[src/rtl/cpu_defs.sv]
// Shared definitions for the hazard/forwarding controller: mux select codes
// and the shadow-pipeline stage record.
package cpu_defs;

    localparam int unsigned REG_W = 5;
    localparam int unsigned SEL_W = 2;

    localparam logic [SEL_W-1:0] FWD_RF    = 2'b00;
    localparam logic [SEL_W-1:0] FWD_EXMEM = 2'b01;
    localparam logic [SEL_W-1:0] FWD_MEMWB = 2'b10;

    typedef struct packed {
        logic             valid;
        logic [REG_W-1:0] rs;
        logic [REG_W-1:0] rt;
        logic             use_rs;
        logic             use_rt;
        logic [REG_W-1:0] dst;
        logic             we;
        logic             load;
        logic             md;
    } stage_rec_t;

endpackage

[src/rtl/fwd_sel_unit.sv]
// Operand-mux select for one EX source: youngest non-load producer wins,
// $0 is never forwarded.
module fwd_sel_unit
    import cpu_defs::*;
(
    input  logic [REG_W-1:0] i_src,
    input  logic             i_use,
    input  logic             i_mem_valid,
    input  logic             i_mem_we,
    input  logic             i_mem_load,
    input  logic [REG_W-1:0] i_mem_dst,
    input  logic             i_wb_valid,
    input  logic             i_wb_we,
    input  logic [REG_W-1:0] i_wb_dst,
    output logic [SEL_W-1:0] o_sel_c
);

    logic w_src_ok;
    logic w_mem_hit;
    logic w_wb_hit;

    assign w_src_ok  = i_use && (i_src != '0);
    assign w_mem_hit = w_src_ok && i_mem_valid && i_mem_we && !i_mem_load && (i_mem_dst == i_src);
    assign w_wb_hit  = w_src_ok && i_wb_valid && i_wb_we && (i_wb_dst == i_src);

    always_comb begin
        o_sel_c = FWD_RF;
        if (w_mem_hit) begin
            o_sel_c = FWD_EXMEM;
        end else if (w_wb_hit) begin
            o_sel_c = FWD_MEMWB;
        end
    end

endmodule

[src/rtl/hazard_fwd_ctrl.sv]
// Hazard and forwarding controller: shadow EX/MEM/WB destination tracking,
// operand forwarding selects, load-use and mult/div stalls.
module hazard_fwd_ctrl
    import cpu_defs::*;
#(
    parameter int unsigned MD_CYCLES = 5,
    parameter int unsigned CNT_W     = 4
) (
    input  logic             clk,
    input  logic             reset,
    input  logic             id_valid,
    input  logic [REG_W-1:0] id_rs,
    input  logic [REG_W-1:0] id_rt,
    input  logic             id_use_rs,
    input  logic             id_use_rt,
    input  logic [REG_W-1:0] id_dst,
    input  logic             id_we,
    input  logic             id_load,
    input  logic             id_md,
    input  logic             id_hilo,
    output logic             stall,
    output logic [SEL_W-1:0] fwd_a_sel,
    output logic [SEL_W-1:0] fwd_b_sel,
    output logic             md_busy
);

    stage_rec_t       r_ex;
    stage_rec_t       r_mem;
    stage_rec_t       r_wb;
    logic [CNT_W-1:0] r_cnt;

    stage_rec_t w_id_rec;
    logic       w_lu;
    logic       w_mds;
    logic       w_accept;
    logic       w_unused;

    assign w_id_rec = '{valid:  1'b1,
                        rs:     id_rs,
                        rt:     id_rt,
                        use_rs: id_use_rs,
                        use_rt: id_use_rt,
                        dst:    id_dst,
                        we:     id_we,
                        load:   id_load,
                        md:     id_md};

    // Load in EX whose result the ID instruction needs: hold ID one cycle.
    assign w_lu = r_ex.valid && r_ex.load && r_ex.we && (r_ex.dst != '0) && id_valid &&
                  ((id_use_rs && (id_rs == r_ex.dst)) || (id_use_rt && (id_rt == r_ex.dst)));

    assign md_busy  = (r_cnt != '0);
    assign w_mds    = id_valid && (id_md || id_hilo) && md_busy;
    assign stall    = w_lu || w_mds;
    assign w_accept = id_valid && !stall;

    // Shadow pipeline advance and mult/div busy countdown.
    always_ff @(posedge clk or posedge reset) begin
        if (reset) begin
            r_ex  <= '0;
            r_mem <= '0;
            r_wb  <= '0;
            r_cnt <= '0;
        end else begin
            r_wb  <= r_mem;
            r_mem <= r_ex;
            r_ex  <= w_accept ? w_id_rec : '0;
            if (w_accept && id_md) begin
                r_cnt <= CNT_W'(MD_CYCLES);
            end else if (r_cnt != '0) begin
                r_cnt <= r_cnt - CNT_W'(1);
            end
        end
    end

    fwd_sel_unit u_fwd_a (
        .i_src       (r_ex.rs),
        .i_use       (r_ex.use_rs),
        .i_mem_valid (r_mem.valid),
        .i_mem_we    (r_mem.we),
        .i_mem_load  (r_mem.load),
        .i_mem_dst   (r_mem.dst),
        .i_wb_valid  (r_wb.valid),
        .i_wb_we     (r_wb.we),
        .i_wb_dst    (r_wb.dst),
        .o_sel_c     (fwd_a_sel)
    );

    fwd_sel_unit u_fwd_b (
        .i_src       (r_ex.rt),
        .i_use       (r_ex.use_rt),
        .i_mem_valid (r_mem.valid),
        .i_mem_we    (r_mem.we),
        .i_mem_load  (r_mem.load),
        .i_mem_dst   (r_mem.dst),
        .i_wb_valid  (r_wb.valid),
        .i_wb_we     (r_wb.we),
        .i_wb_dst    (r_wb.dst),
        .o_sel_c     (fwd_b_sel)
    );

    // Record fields carried for pipeline fidelity but not consumed here.
    assign w_unused = ^{r_ex.md,
                        r_mem.rs, r_mem.rt, r_mem.use_rs, r_mem.use_rt, r_mem.md,
                        r_wb.rs, r_wb.rt, r_wb.use_rs, r_wb.use_rt, r_wb.load, r_wb.md};

endmodule

[config.mk]
export PLATFORM = sky130hd
export DESIGN_NAME = hazard_fwd_ctrl
export DESIGN_NICKNAME = d
export VERILOG_FILES = /design/src/rtl/cpu_defs.sv /design/src/rtl/fwd_sel_unit.sv /design/src/rtl/hazard_fwd_ctrl.sv
export SDC_FILE = /design/constraint.sdc
export NUM_CORES = 1
export LEC_CHECK = 0
export CAP_MARGIN = 20
export CORE_MARGIN = 1.5
export CORE_UTILIZATION = 51
export DETAILED_ROUTE_END_ITERATION = 16
export PLACE_DENSITY = 0.77
export REMOVE_ABC_BUFFERS = 1
export SLEW_MARGIN = 5
export SYNTH_ARGS = -nofsm -noshare
export SYNTH_HDL_FRONTEND = slang
export SYNTH_SLANG_ARGS = --single-unit
[constraint.sdc]
create_clock -name clk -period 2.48 [get_ports clk]
set_input_delay 0.496 -clock clk [delete_from_list [all_inputs] [get_ports clk]]
set_output_delay 0.496 -clock clk [all_outputs]
set_load 0.05 [all_outputs]
# Word level (Yosys, flattened, before mapping)
# Cells that the tools add are included.
[word_totals] wordCells=67 in_bits=24 reg_bits=39 output_inout_bits=6
[op_classes] n_reduce_logical=37 n_addsub=1 mux=7 n_eq_ne=6
[op_table] operator="$eq 5x5->1" n=6
[op_table] operator="$logic_and 1x1->1" n=27
[op_table] operator="$mux 21" n=1
[op_table] operator="$reduce_bool 5->1" n=3
[op_table] operator="$mux 2" n=4
[op_table] operator="$mux 4" n=2
[op_table] operator="$reduce_bool 4->1" n=1
[op_table] operator="$sub 4x1->4 const B" n=1
[op_table] operator="$logic_or 1x1->1" n=3
[op_table] operator="$logic_not 1->1" n=2
[op_table] operator="$reduce_bool 2->1" n=1

# Logic depth before layout (Yosys ltp)
[logic_depth] word_depth=10 depth_mapped=8 ltp_nobuf=6

# By module
# A second synthesis with hierarchy kept.
[unflattened] hier_cells=171 hier_area_um2=1838.0
[by_module_without_submodules] mod="hazard_fwd_ctrl" area_per_inst_um2=1527.7 instances=1 cells_per_inst=131 seq_area_each_um2=975.9
[by_module_without_submodules] mod="fwd_sel_unit" area_per_inst_um2=155.1 instances=2 cells_per_inst=20 seq_area_each_um2=0.0

# Least setup slack after synthesis
# Ideal clock, no wire load.
[synth_path] path_kind="register -> output" start="register r_ex[10] in the netlist's numbering" end="output fwd_b_sel[1]" path_stages_with_launch=5 t_arrival_ns=2.267 path_buffers=0 required_time_ns=1.984 setup_slack_ns=-0.283 path_cell_list="dfrtp_1 > or4_1 > o21ai_0 > nor4_1 > nor3_1"
[synth_between] elab_chain_len=7 elab_cells_between_ends=13 classes_between="eq/ne: 2; mux: 2; reduce/logical: 9"
[synth_lines] element="from (decl)" line_no="hazard_fwd_ctrl.sv:27" text="stage_rec_t r_ex;"
[synth_lines] element="from (signal assigned)" line_no="hazard_fwd_ctrl.sv:67" text="r_ex <= w_accept ? w_id_rec : '0;"
[synth_lines] element="$reduce_bool 5->1" line_no="fwd_sel_unit.sv:22" text="assign w_src_ok = i_use && (i_src != '0);"
[synth_lines] element="$logic_and 1x1->1" line_no="fwd_sel_unit.sv:22"
[synth_lines] element="$logic_and 1x1->1 (3 in series)" line_no="fwd_sel_unit.sv:23" text="assign w_mem_hit = w_src_ok && i_mem_valid && i_mem_we && !i_mem_load && (i_mem_dst == i_src);"
[synth_lines] element="$logic_and 1x1->1 *" line_no="fwd_sel_unit.sv:23"
[synth_lines] element="via u_fwd_b.w_mem_hit" line_no="fwd_sel_unit.sv:19" text="logic w_mem_hit;"
[synth_lines] element="$mux 2 *" line_no="fwd_sel_unit.sv:28" text="if (w_mem_hit) begin"
[synth_lines] element="to (decl)" line_no="hazard_fwd_ctrl.sv:23" text="output logic [SEL_W-1:0] fwd_b_sel,"
# Mark *: on every way through the listed nets, which the timed path passes. The rest lies on a longest branch.

# Worst setup path in the final report
[layout_path] start="register r_ex[13] in the netlist's numbering" end="output fwd_b_sel[1]"
[layout_between] elab_chain_len=7 elab_cells_between_ends=13 classes_between="eq/ne: 2; mux: 2; reduce/logical: 9"
[layout_lines] element="$reduce_bool 5->1" line_no="fwd_sel_unit.sv:22"
[layout_lines] element="$logic_and 1x1->1" line_no="fwd_sel_unit.sv:22"
[layout_lines] element="$logic_and 1x1->1, on equally long branches (3 in series)" line_no="fwd_sel_unit.sv:24, fwd_sel_unit.sv:23"
[layout_lines] element="$mux 2 or $logic_and 1x1->1 (tied branches)" line_no="fwd_sel_unit.sv:30, fwd_sel_unit.sv:23"
[layout_lines] element="$mux 2 *" line_no="fwd_sel_unit.sv:28"
# Mark *: on every way between the ends. The rest lies on a longest branch, timed or not.

==> flow_summary.json <==
{
  "synth_top_cell_area_share": 0.539,
  "htreeDepth": 2,
  "max_stage_delay_ps": 560,
  "wl_per_cell_um": 15.5,
  "final_cell_mix": "dfrtp_1, clkdlybuf4s50_1, a21oi_1",
  "tightest_slew_ps": 467,
  "hpwlAfterDp_mm": 2.71,
  "final_util": 0.705,
  "drt-total-wl_mm": 3.93,
  "place.port_buffers": 29,
  "status": "complete, but fails checks",
  "nets": 232,
  "hp-class": "register to register",
  "drive_gt1_frac": 0.184,
  "crit_type": "register to primary output",
  "finalNonFillerCells": 253,
  "drtPass1Iterations": 4,
  "slew_viol_final": 0,
  "rsz0062_at_grt": "yes",
  "peakVddDrop_v": 0.000562,
  "clockBufferDepth": 2,
  "grt_pass1_vias": 1448,
  "syn_area_um2": 1810,
  "avgSynthCellArea_um2": 10.8,
  "fillers": 274,
  "worstReg2RegEnd": "r_cnt[1]",
  "violations": "negative setup slack",
  "hold_slack_ps": 387,
  "syn_inst": 168,
  "power.total_w": 0.00171,
  "ys.flop_type": "dfrtp_1",
  "viasPerCell": 5.65,
  "critPathCaptureType": "primary output",
  "path_clk_slew_ps": 120,
  "synth_cell_type_count": 31,
  "async_flop_share": 1.00,
  "clock_latency_ps": 350,
  "grt_pass1_wl_mm": 6.41,
  "cts_root_buf": "clkbuf_4",
  "setup_violations": 1,
  "die_w_um": 62.6,
  "cts_tree": "built",
  "path_cells": "or4_4 > o21ai_4 > nor4_4 > nor3_2 > clkbuf_16",
  "hold_path_end": "r_wb[2]",
  "routed-via-count": 1430,
  "synth_area_leaders": "dfrtp_1, xnor2_1, xor2_1",
  "place_congestion": 0.855,
  "grt_max_degree": 40,
  "relSlewSlack": 0.689,
  "yosysWarnings": 0,
  "drtIter0Drc": 35,
  "start_kind": "register",
  "clock_sinks": 39,
  "crit_slowest_cell": "or4_4",
  "leakage_nw": 1.07,
  "skew_ps": 11.1,
  "layout_commonest_cell": "dfrtp_1",
  "r2r.worst_path.cells": 7,
  "hold_violations": 0,
  "r2r_slack_ps": 550,
  "io_pins": 30,
  "diodes": 0,
  "r2r_start": "r_cnt[1]",
  "hp-start": "r_mem[2]",
  "cp.arrival_ps": 2030,
  "fin_crit_ps": 2520,
  "cts_made_buffers": 5,
  "rows": 21,
  "drv_cap": 0,
  "yosysTopAreaCell": "dfrtp_1",
  "maxClockFrequency_mhz": 396,
  "grt_util_all_layers": 0.212,
  "synth_edf_count": 0,
  "antenna_found_initial": 0,
  "ys_ff_latch": 39,
  "die_h_um": 62.6,
  "area.growth.synth_to_final_pct": 30.9,
  "design.core.area_um2": 3360,
  "drtAntennaViolNets": 0,
  "whs_path_depth": 0,
  "cp_max_fo": 2,
  "required_ps": 1980,
  "dp.cells": 239,
  "ys_seq_area_frac": 0.539,
  "drc": 0,
  "fin_crit_sh": 1.02,
  "fin_setup_tns_ps": -44.7,
  "pwr_density_cell_nw_per_um2": 722,
  "overflow": 0,
  "start_util": 0.539,
  "die-area_um2": 3920,
  "setup_slack_ps": -44.7
}
synth_stat cells, types with 2 or more instances:
cell type and number:
dfrtp_1 39, nor2_1 2, a21oi_1 21, xor2_1 13, xnor2_1 18, inv_1 3
or4_1 2, ha_1 2, nand4_1 7, o21ai_0 3, clkbuf_1 4, nor3_1 6
nand2_1 5, buf_4 2, nor4_1 4, buf_2 4, nand3_1 19
how the worst max path moves through the flow:
stage	startpoint	endpoint	slack, ps	cells after the start
after CTS	r_ex[15]	fwd_a_sel[1]	5	5
after floorplan	r_mem[4]	fwd_b_sel[1]	-880	3
final	r_ex[13]	fwd_b_sel[1]	-40	5
after global placement	id_rt[1]	stall	180	6
after detailed placement	id_rt[1]	stall	170	6
after global routing	r_ex[13]	fwd_b_sel[1]	-130	5
worst max-delay path, delay by kind of cell (launching register included):
kind	cells	cell delay (ps)
AND/OR/NAND/NOR	3	850
AO/OA/AOI/OAI	1	210
flip-flops	1	410
buffers and inverters	1	210
power by group:
part / switching [W] / total, W / internal, W
registers: 0.0000705 / 0.000789 / 0.000719
clock network: 0.000211 / 0.000423 / 0.000212
logic: 0.000247 / 0.000498 / 0.000251
total: 0.000529 / 0.00171 / 0.00118
metrics by stage:
stage | setup WS, ps | cell area, µm²
CTS | 5.29 | 2320
finish | -44.7 | 2370
detailed placement | 171 | 2170
global placement | 185 | 2170
global route | -132 | 2370
floorplan | -879 | 1750
what timing repair did:
| action | 4_1_cts | 5_1_grt |
|---|---|---|
| hold buffers | 0 | 0 |
| pin swaps | 2 | 5 |
| endpoints found under the setup margin | 3 | 2 |
| gates resized for setup | 6 | 11 |
| buffers inserted | 5 | 1 |
kinds of logic (layout without fill, tap and decap cells):
kind of cell / count (synthesis) / in the layout / share of synthesized area
AOI/OAI and AO/OA: 33 / 33 / 0.110
xor gates and xnor gates: 31 / 31 / 0.150
adders and majority gates: 2 / 2 / 0.0138
buffers and inverters: 14 / 53 / 0.0400
DFF: 39 / 39 / 0.539
and+or+nand+nor: 49 / 49 / 0.148
layout make-up:
cell class | count | area [µm²] | share of cell area
flip-flops and latches | 39 | 976 | 0.412
inverters | 3 | 11.3 | 0.00475
clock inverters | 3 | 43.8 | 0.0185
multi-input cells | 115 | 825 | 0.348
clock buffers | 5 | 37.5 | 0.0158
repair buffers | 42 | 420 | 0.177
well taps | 46 | 57.6 | 0.0243
state kept, by name (all words and copies together) (netlist names):
name   count
r_wb       7
r_cnt      4
r_ex      20
r_mem      8
metal layers:
layer	up-vias	track usage	wire (µm)
li1	670	-	-
met1	699	0.235	1510
met2	52	0.390	2110
met3	9	0.0342	210
met4	0	0.108	93
met5	-	0	0
(Power assumes the default switching activity.)
